--- src/rtl/alu_issue_ctrl.sv ---
// Issue controller for the 32-bit MIPS ALU: decodes one instruction per handshake,
// drives the ALU operands for a fixed latency and returns a held response.
module alu_issue_ctrl #(
    parameter int unsigned ALU_LAT = 1
) (
    input  logic        clk,
    input  logic        rst_n,
    input  logic        InValid,
    output logic        InReady,
    input  logic [5:0]  Opcode,
    input  logic [5:0]  Funct,
    input  logic [31:0] RsData,
    input  logic [31:0] RtData,
    input  logic [15:0] Imm,
    output logic [31:0] DataIn1,
    output logic [31:0] DataIn2,
    output logic [3:0]  Operation,
    input  logic [31:0] Result,
    input  logic        Zero,
    output logic        OutValid,
    input  logic        OutReady,
    output logic [31:0] OutResult,
    output logic        OutZero,
    output logic        OutBranch,
    output logic        OutIllegal
);

    localparam logic [3:0] OP_AND  = 4'd0;
    localparam logic [3:0] OP_OR   = 4'd1;
    localparam logic [3:0] OP_ADD  = 4'd2;
    localparam logic [3:0] OP_SUB  = 4'd6;
    localparam logic [3:0] OP_SLT  = 4'd7;
    localparam logic [3:0] OP_NOR  = 4'd12;
    localparam logic [3:0] OP_IDLE = 4'd15;

    localparam logic [2:0] LAT_INIT = 3'(ALU_LAT);

    typedef enum logic [1:0] {
        ST_IDLE = 2'd0,
        ST_EXEC = 2'd1,
        ST_RESP = 2'd2
    } state_t;

    state_t      state_r;
    state_t      state_nxt_s;
    logic [2:0]  cnt_r;
    logic        beq_r;
    logic        ill_r;
    logic [3:0]  dec_op_s;
    logic [31:0] dec_b_s;
    logic        dec_ill_s;
    logic        dec_beq_s;
    logic        done_s;

    function automatic logic [31:0] sext16(input logic [15:0] v);
        return {{16{v[15]}}, v};
    endfunction

    function automatic logic [31:0] zext16(input logic [15:0] v);
        return {16'h0000, v};
    endfunction

    // Opcode/funct decode into ALU operation, second operand and instruction class.
    always_comb begin
        dec_op_s  = OP_IDLE;
        dec_b_s   = RtData;
        dec_ill_s = 1'b0;
        dec_beq_s = 1'b0;
        case (Opcode)
            6'h00: begin
                case (Funct)
                    6'h24:   dec_op_s = OP_AND;
                    6'h25:   dec_op_s = OP_OR;
                    6'h20:   dec_op_s = OP_ADD;
                    6'h22:   dec_op_s = OP_SUB;
                    6'h2A:   dec_op_s = OP_SLT;
                    6'h27:   dec_op_s = OP_NOR;
                    default: dec_ill_s = 1'b1;
                endcase
            end
            6'h08, 6'h23, 6'h2B: begin
                dec_op_s = OP_ADD;
                dec_b_s  = sext16(Imm);
            end
            6'h0A: begin
                dec_op_s = OP_SLT;
                dec_b_s  = sext16(Imm);
            end
            6'h0C: begin
                dec_op_s = OP_AND;
                dec_b_s  = zext16(Imm);
            end
            6'h0D: begin
                dec_op_s = OP_OR;
                dec_b_s  = zext16(Imm);
            end
            6'h04: begin
                dec_op_s  = OP_SUB;
                dec_beq_s = 1'b1;
            end
            default: dec_ill_s = 1'b1;
        endcase
    end

    assign done_s = (state_r == ST_EXEC) && (cnt_r == 3'd0);

    // State register.
    always_ff @(posedge clk or negedge rst_n) begin
        if (!rst_n) begin
            state_r <= ST_IDLE;
        end else begin
            state_r <= state_nxt_s;
        end
    end

    // Next-state logic; illegal requests also pass through EXEC for one cycle
    // so their response appears one edge after acceptance.
    always_comb begin
        state_nxt_s = state_r;
        case (state_r)
            ST_IDLE: begin
                if (InValid) begin
                    state_nxt_s = ST_EXEC;
                end else begin
                    state_nxt_s = ST_IDLE;
                end
            end
            ST_EXEC: begin
                if (cnt_r == 3'd0) begin
                    state_nxt_s = ST_RESP;
                end else begin
                    state_nxt_s = ST_EXEC;
                end
            end
            ST_RESP: begin
                if (OutReady) begin
                    state_nxt_s = ST_IDLE;
                end else begin
                    state_nxt_s = ST_RESP;
                end
            end
            default: state_nxt_s = ST_IDLE;
        endcase
    end

    // Handshake outputs decoded from the registered state.
    always_comb begin
        InReady  = 1'b0;
        OutValid = 1'b0;
        case (state_r)
            ST_IDLE: InReady  = 1'b1;
            ST_EXEC: InReady  = 1'b0;
            ST_RESP: OutValid = 1'b1;
            default: InReady  = 1'b0;
        endcase
    end

    // Operand/operation registers, latency counter and response capture.
    always_ff @(posedge clk or negedge rst_n) begin
        if (!rst_n) begin
            cnt_r      <= 3'd0;
            beq_r      <= 1'b0;
            ill_r      <= 1'b0;
            DataIn1    <= 32'd0;
            DataIn2    <= 32'd0;
            Operation  <= OP_IDLE;
            OutResult  <= 32'd0;
            OutZero    <= 1'b0;
            OutBranch  <= 1'b0;
            OutIllegal <= 1'b0;
        end else begin
            case (state_r)
                ST_IDLE: begin
                    if (InValid) begin
                        beq_r <= dec_beq_s;
                        ill_r <= dec_ill_s;
                        if (dec_ill_s) begin
                            cnt_r <= 3'd0;
                        end else begin
                            cnt_r     <= LAT_INIT;
                            DataIn1   <= RsData;
                            DataIn2   <= dec_b_s;
                            Operation <= dec_op_s;
                        end
                    end
                end
                ST_EXEC: begin
                    if (done_s) begin
                        OutResult  <= ill_r ? 32'd0 : Result;
                        OutZero    <= Zero & ~ill_r;
                        OutBranch  <= beq_r & Zero & ~ill_r;
                        OutIllegal <= ill_r;
                    end else begin
                        cnt_r <= cnt_r - 3'd1;
                    end
                end
                ST_RESP: begin
                    if (OutReady) begin
                        Operation <= OP_IDLE;
                    end
                end
                default: cnt_r <= 3'd0;
            endcase
        end
    end

endmodule

--- config.mk ---
export PLATFORM = sky130hd
export DESIGN_NAME = alu_issue_ctrl
export DESIGN_NICKNAME = d
export VERILOG_FILES = /design/src/rtl/alu_issue_ctrl.sv
export SDC_FILE = /design/constraint.sdc
export NUM_CORES = 1
export LEC_CHECK = 0
export ABC_CLOCK_PERIOD_IN_PS = 2900
export CAP_MARGIN = 20
export CORE_ASPECT_RATIO = 0.8
export CORE_MARGIN = 4
export CORE_UTILIZATION = 25
export CTS_CLUSTER_DIAMETER = 60
export CTS_CLUSTER_SIZE = 10
export DETAILED_ROUTE_END_ITERATION = 8
export DONT_BUFFER_PORTS = 1
export PLACE_DENSITY_LB_ADDON = 0.08
export SLEW_MARGIN = 20
export SYNTH_ARGS = -nofsm -noshare
export SYNTH_HDL_FRONTEND = slang
export SYNTH_SLANG_ARGS = --single-unit
--- constraint.sdc ---
create_clock -name clk -period 2.9 [get_ports clk]
set_input_delay 0.58 -clock clk [delete_from_list [all_inputs] [get_ports clk]]
set_output_delay 0.58 -clock clk [all_outputs]
set_load 0.005 [all_outputs]
Word-level counts from Yosys, hierarchy flattened
Index checks and enable logic that the tools add are counted.

storage, ports and cells
  register bits = 110
  input port bits = 129
  output and inout port bits = 105

cells by class
  add/subtract/negate cells = 1
  equality and inequality tests = 19
  muxes and demuxes = 21
  bitwise gates (word level) = 6
  reduce and logical (&&, ||, !) cells = 15

operator list
  kind                                                             count
  32-bit one-hot mux with 2 select lines                           1
  6-bit == test, second input constant                             8
  4-bit one-hot mux with 6 select lines                            2
  32-bit two-way mux                                               1
  6-bit by 4-bit == test with 1-bit output, second input constant  4
  4-bit two-way mux                                                3
  3-bit one-hot mux with 3 select lines                            1
  2-bit inequality test, second input constant                     4
  4-bit one-hot mux with 2 select lines                            1
  7-bit OR reduction                                               1
  6-bit by 3-bit == test with 1-bit output, second input constant  1
  6-bit logical NOT                                                1
  1-bit two-way mux                                                6
  3-bit two-way mux                                                2
  2-bit one-hot mux with 3 select lines                            1
  3-bit AND reduction                                              2
  6-bit OR reduction                                               1
  2-bit two-way mux                                                2
  2-bit AND reduction                                              2
  4-bit AND reduction                                              1
  4-bit OR reduction                                               1
  1-bit bitwise AND                                                3
  3-bit logical NOT                                                1
  1-bit inverter                                                   3
  9 further kinds                                                  9

Logic depth before layout (Yosys ltp)
  depth after elaboration = 7
  depth in mapped cells = 8
  mapped depth without buffers = 7

Least setup slack after synthesis
Ideal clock, no wire load.

  kind = input-to-reg
  from = in Opcode[3]
  to = reg DataIn1[10]
  library setup time = 0.128 ns
  arrival = 2.278 ns
  required time = 2.772 ns
  slack = 0.495 ns
  stages on the path = 7
  cell sequence = buf_2 > or4_1 > nor3_2 > a311oi_2 > nand2_4 > buf_6 > mux2_1

between the ends
  longest elaborated chain between the ends = 5
  elaborated cells on any way between the ends = 12
  those cells by class = 7 x eq/ne; 1 x mux; 1 x bitwise; 3 x reduce/logical

RTL lines
  element                                                           RTL line  text
  from (decl)                                                       10        input logic [5:0] Opcode,
  6-bit by 3-bit == test with 1-bit output (tied with other cells)  69        case (Opcode)
  7-bit OR reduction (no line)                                      n/a
  1-bit one-hot mux with 2 select lines (*)                         69
  1-bit inverter (no line) (*)                                      n/a
  3-bit AND reduction (no line) (*)                                 n/a
  to (signal assigned)                                              181       DataIn1 <= RsData;
  to (decl)                                                         15        output logic [31:0] DataIn1,

Every way passes the cells marked *; elsewhere a longest branch is shown, timed or not.
A chain may end at the register's enable or synchronous reset.

Worst setup path after layout
  from = in Opcode[3]
  to = reg DataIn1[21]

Same word-level chain as after synthesis.

==> metrics.cfg <==
[run_status]
outcome = complete, but fails checks
violations = negative hold slack

[finish]
diodes = 0
drive_gt1_share_pct = 14.19
area_delta_synth_final_pct = 11.90
nets = 577
layout.cells.non_filler = 715

[timing]
max_freq_mhz = 460.5
fin_skew_ns = 0.006800
slew_headroom_pct = 40.47
setup_viol = 0
setup_tns_ns = 0
hold_slack_ns = -0.07895
fin_crit_ns = 2.171
min_period_over_period_pct = 74.88
finalHoldViolations = 106
grt_setup_unrepaired = no
worst_slew_pin_slew_ns = 0.8930
drv_slew = 0

[floorplanning]
die_width_um = 166.3
fp-row-count = 46
start_util_pct = 25.40
die_h_um = 134.7
core-area_um2 = 19740
dieArea_um2 = 22400
ios = 234

[synthesis]
yosys_warnings = 0
synth.area.top_cells = dfrtp_1, a21oi_1, nand2b_1, o21ai_0, a31oi_1
synth_top_cell_by_area = dfrtp_1
async_flop_share_pct = 100.0
synthesis.area_um2 = 5014
yosysSeqAreaShare_pct = 55.00
yosysMostFrequentCell = dfrtp_1
yosys-top-cells-count = dfrtp_1, a21oi_1, nand2_1
yosysTopAreaCellShare_pct = 52.91
synthFlopType = dfrtp_1
synth-seq-cells = 110
synth_cell_types = 47
synth.avg_cell_area_um2 = 10.95
netlist_instances = 458
syn-num-nets = 589
synth_edf_count = 0

[critical_path]
cp.arrival_ns = 2.40
startpoint = Opcode[3]
cp-endpoint = DataIn1[21]$_DFFE_PN0P_
r2r_cells = 5
crit_required_ns = 3.13
r2r_slack_ns = 0.99
r2r-end = DataIn1[21]$_DFFE_PN0P_
worstSetupPathType = input port to flip-flop
end_kind = flip-flop
cp_max_fo = 18
startpoint_type = input port
r2r-start = state_r[1]$_DFF_PN0_

[clocking]
clockRootBuffer = clkbuf_16
cts_tree = built
clk_path_buf_depth = 2
cts_setup_buffers = 0
clock_latency_ns = 0.35
cts_made_buffers = 9
clock-sinks = 110
path_clk_slew_ns = 0.07
postCtsResizedCells = 0
htree_levels = 3

[global_route]
grt_max_degree = 111
grt_pass1_wl_um = 21300
grt-ovfl-total = 0
antenna_found_initial = 0
grt_pass1_vias = 3490
grtUsageTotal_pct = 12.07

[power]
seqPwrFrac_pct = 54.3
ir_drop_v = 0.0003843
p_leak_nw = 2.409
p_per_area_nw_per_um2 = 980.8
power_frac_clock_pct = 22.5
switchingPower_mw = 1.938
p_comb_share_pct = 23.3
p_int_mw = 3.565
p_sw_share_pct = 35.21

[detailed_routing]
drt_iter0_drc = 202
wl_per_cell_um = 19.23
drtPass1Iterations = 4
drc = 0
vias = 3417
drt_wl_total_um = 13750
postRouteAntennaNets = 0
viasPerCell = 4.779

[placement]
place_hpwl_um = 9728
routabilityCongestion = 0.7640
port_buffers = 0
dpl.cell_count = 699

[job]
cap_viol_max_count = 0

[min_path]
hold_class = input port to async pin

## metrics by stage
stage	instance area, um2	utilization [%]	setup slack [ns]	total power [mW]
global placement	5315	26.92	0.3919	4.317
floorplan	5014	-	0.4948	3.854
detailed placement	5315	26.92	0.3342	4.352
finish	5610	28.42	0.7286	5.503
CTS	5610	28.42	0.7121	5.621
global route	5610	28.42	0.5808	5.936
## registers in the layout, summed over array words and instances (netlist names)
| register | count |
|---|---|
| OutIllegal | 1 |
| cnt_r | 3 |
| OutBranch | 1 |
| OutZero | 1 |
| DataIn1 | 32 |
| ill_r | 1 |
| DataIn2 | 32 |
| state_r | 2 |
| beq_r | 1 |
| Operation | 4 |
| OutResult | 32 |
## placed cells by master, fill, tap and decap left out, drive strengths merged, types with 2 or more instances in the layout
| cell type | synthesis | layout |
|---|---|---|
| dfrtp | 106 | 106 |
| a21oi | 48 | 48 |
| nand2 | 45 | 45 |
| o21ai | 41 | 41 |
| nand2b | 36 | 36 |
| mux2 | 35 | 35 |
| a31oi | 31 | 31 |
| mux2i | 18 | 18 |
| buf | 10 | 13 |
| nor2 | 12 | 12 |
| clkbuf | 26 | 11 |
| nor2b | 6 | 6 |
| inv | 4 | 5 |
| dfstp | 4 | 4 |
| nor3 | 4 | 4 |
| o32a | 3 | 3 |
| clkinv | 0 | 3 |
| a211oi | 2 | 2 |
| nand3b | 2 | 2 |
| and4b | 2 | 2 |
| a21o | 2 | 2 |
| a32o | 2 | 2 |
| ha | 2 | 2 |
| nor3b | 2 | 2 |
## power by group through the flow
stage	logic (mW)	clock network [mW]	registers [mW]
after CTS	1.30	1.29	3.02
final	1.28	1.24	2.99
after floorplan	1.12	0	2.74
after global placement	1.26	0	3.06
after detailed placement	1.30	0	3.05
after global routing	1.48	1.35	3.11
## how the worst min path moves through the flow
stage,from,endpoint,slack [ns],cells past startpoint
after floorplan,rst_n,DataIn1[0]$_DFFE_PN0P_,0.28,0
after global placement,rst_n,OutResult[19]$_DFFE_PN0P_,0.29,0
after detailed placement,rst_n,OutResult[19]$_DFFE_PN0P_,0.29,0
after CTS,rst_n,OutResult[19]$_DFFE_PN0P_,-0.11,0
after global routing,rst_n,OutResult[19]$_DFFE_PN0P_,-0.11,0
final,rst_n,OutResult[19]$_DFFE_PN0P_,-0.08,0
## per-layer routing
layer	GRT usage, %	share of wire [%]	up-vias
met3	6.204	11	11
met2	17.84	45	144
met4	3.635	1.3	0
met5	0	0	-
li1	-	-	1599
met1	15.54	43	1663
## critical path: stages
cell      delay, ns
or4_1          0.59
nor3_2         0.23
a311oi_4       0.15
nand2_4        0.27
buf_4          0.23
mux2_1         0.33
## area by class of cell
type	count	area, um2
clock buffers	11	252.7
clock inverters	5	42.54
fillers	2065	14130
inverters	4	15.01
multi-input cells	308	2090
flip-flops and latches	110	2758
well taps	264	330.3
repair buffers	13	122.6
## kinds of logic (layout without fill, tap and decap cells)
| family | after synthesis | after routing | synth area share, % |
|---|---|---|---|
| AOI/OAI and AO/OA | 137 | 137 | 15.85 |
| and+or+nand+nor | 116 | 116 | 12.65 |
| DFF | 110 | 110 | 55.00 |
| muxes | 53 | 53 | 12.35 |
| buffers and inverters | 40 | 33 | 3.643 |
| adders and majority gates | 2 | 2 | 0.4990 |
Note: power is estimated with default switching activity, not from simulation.
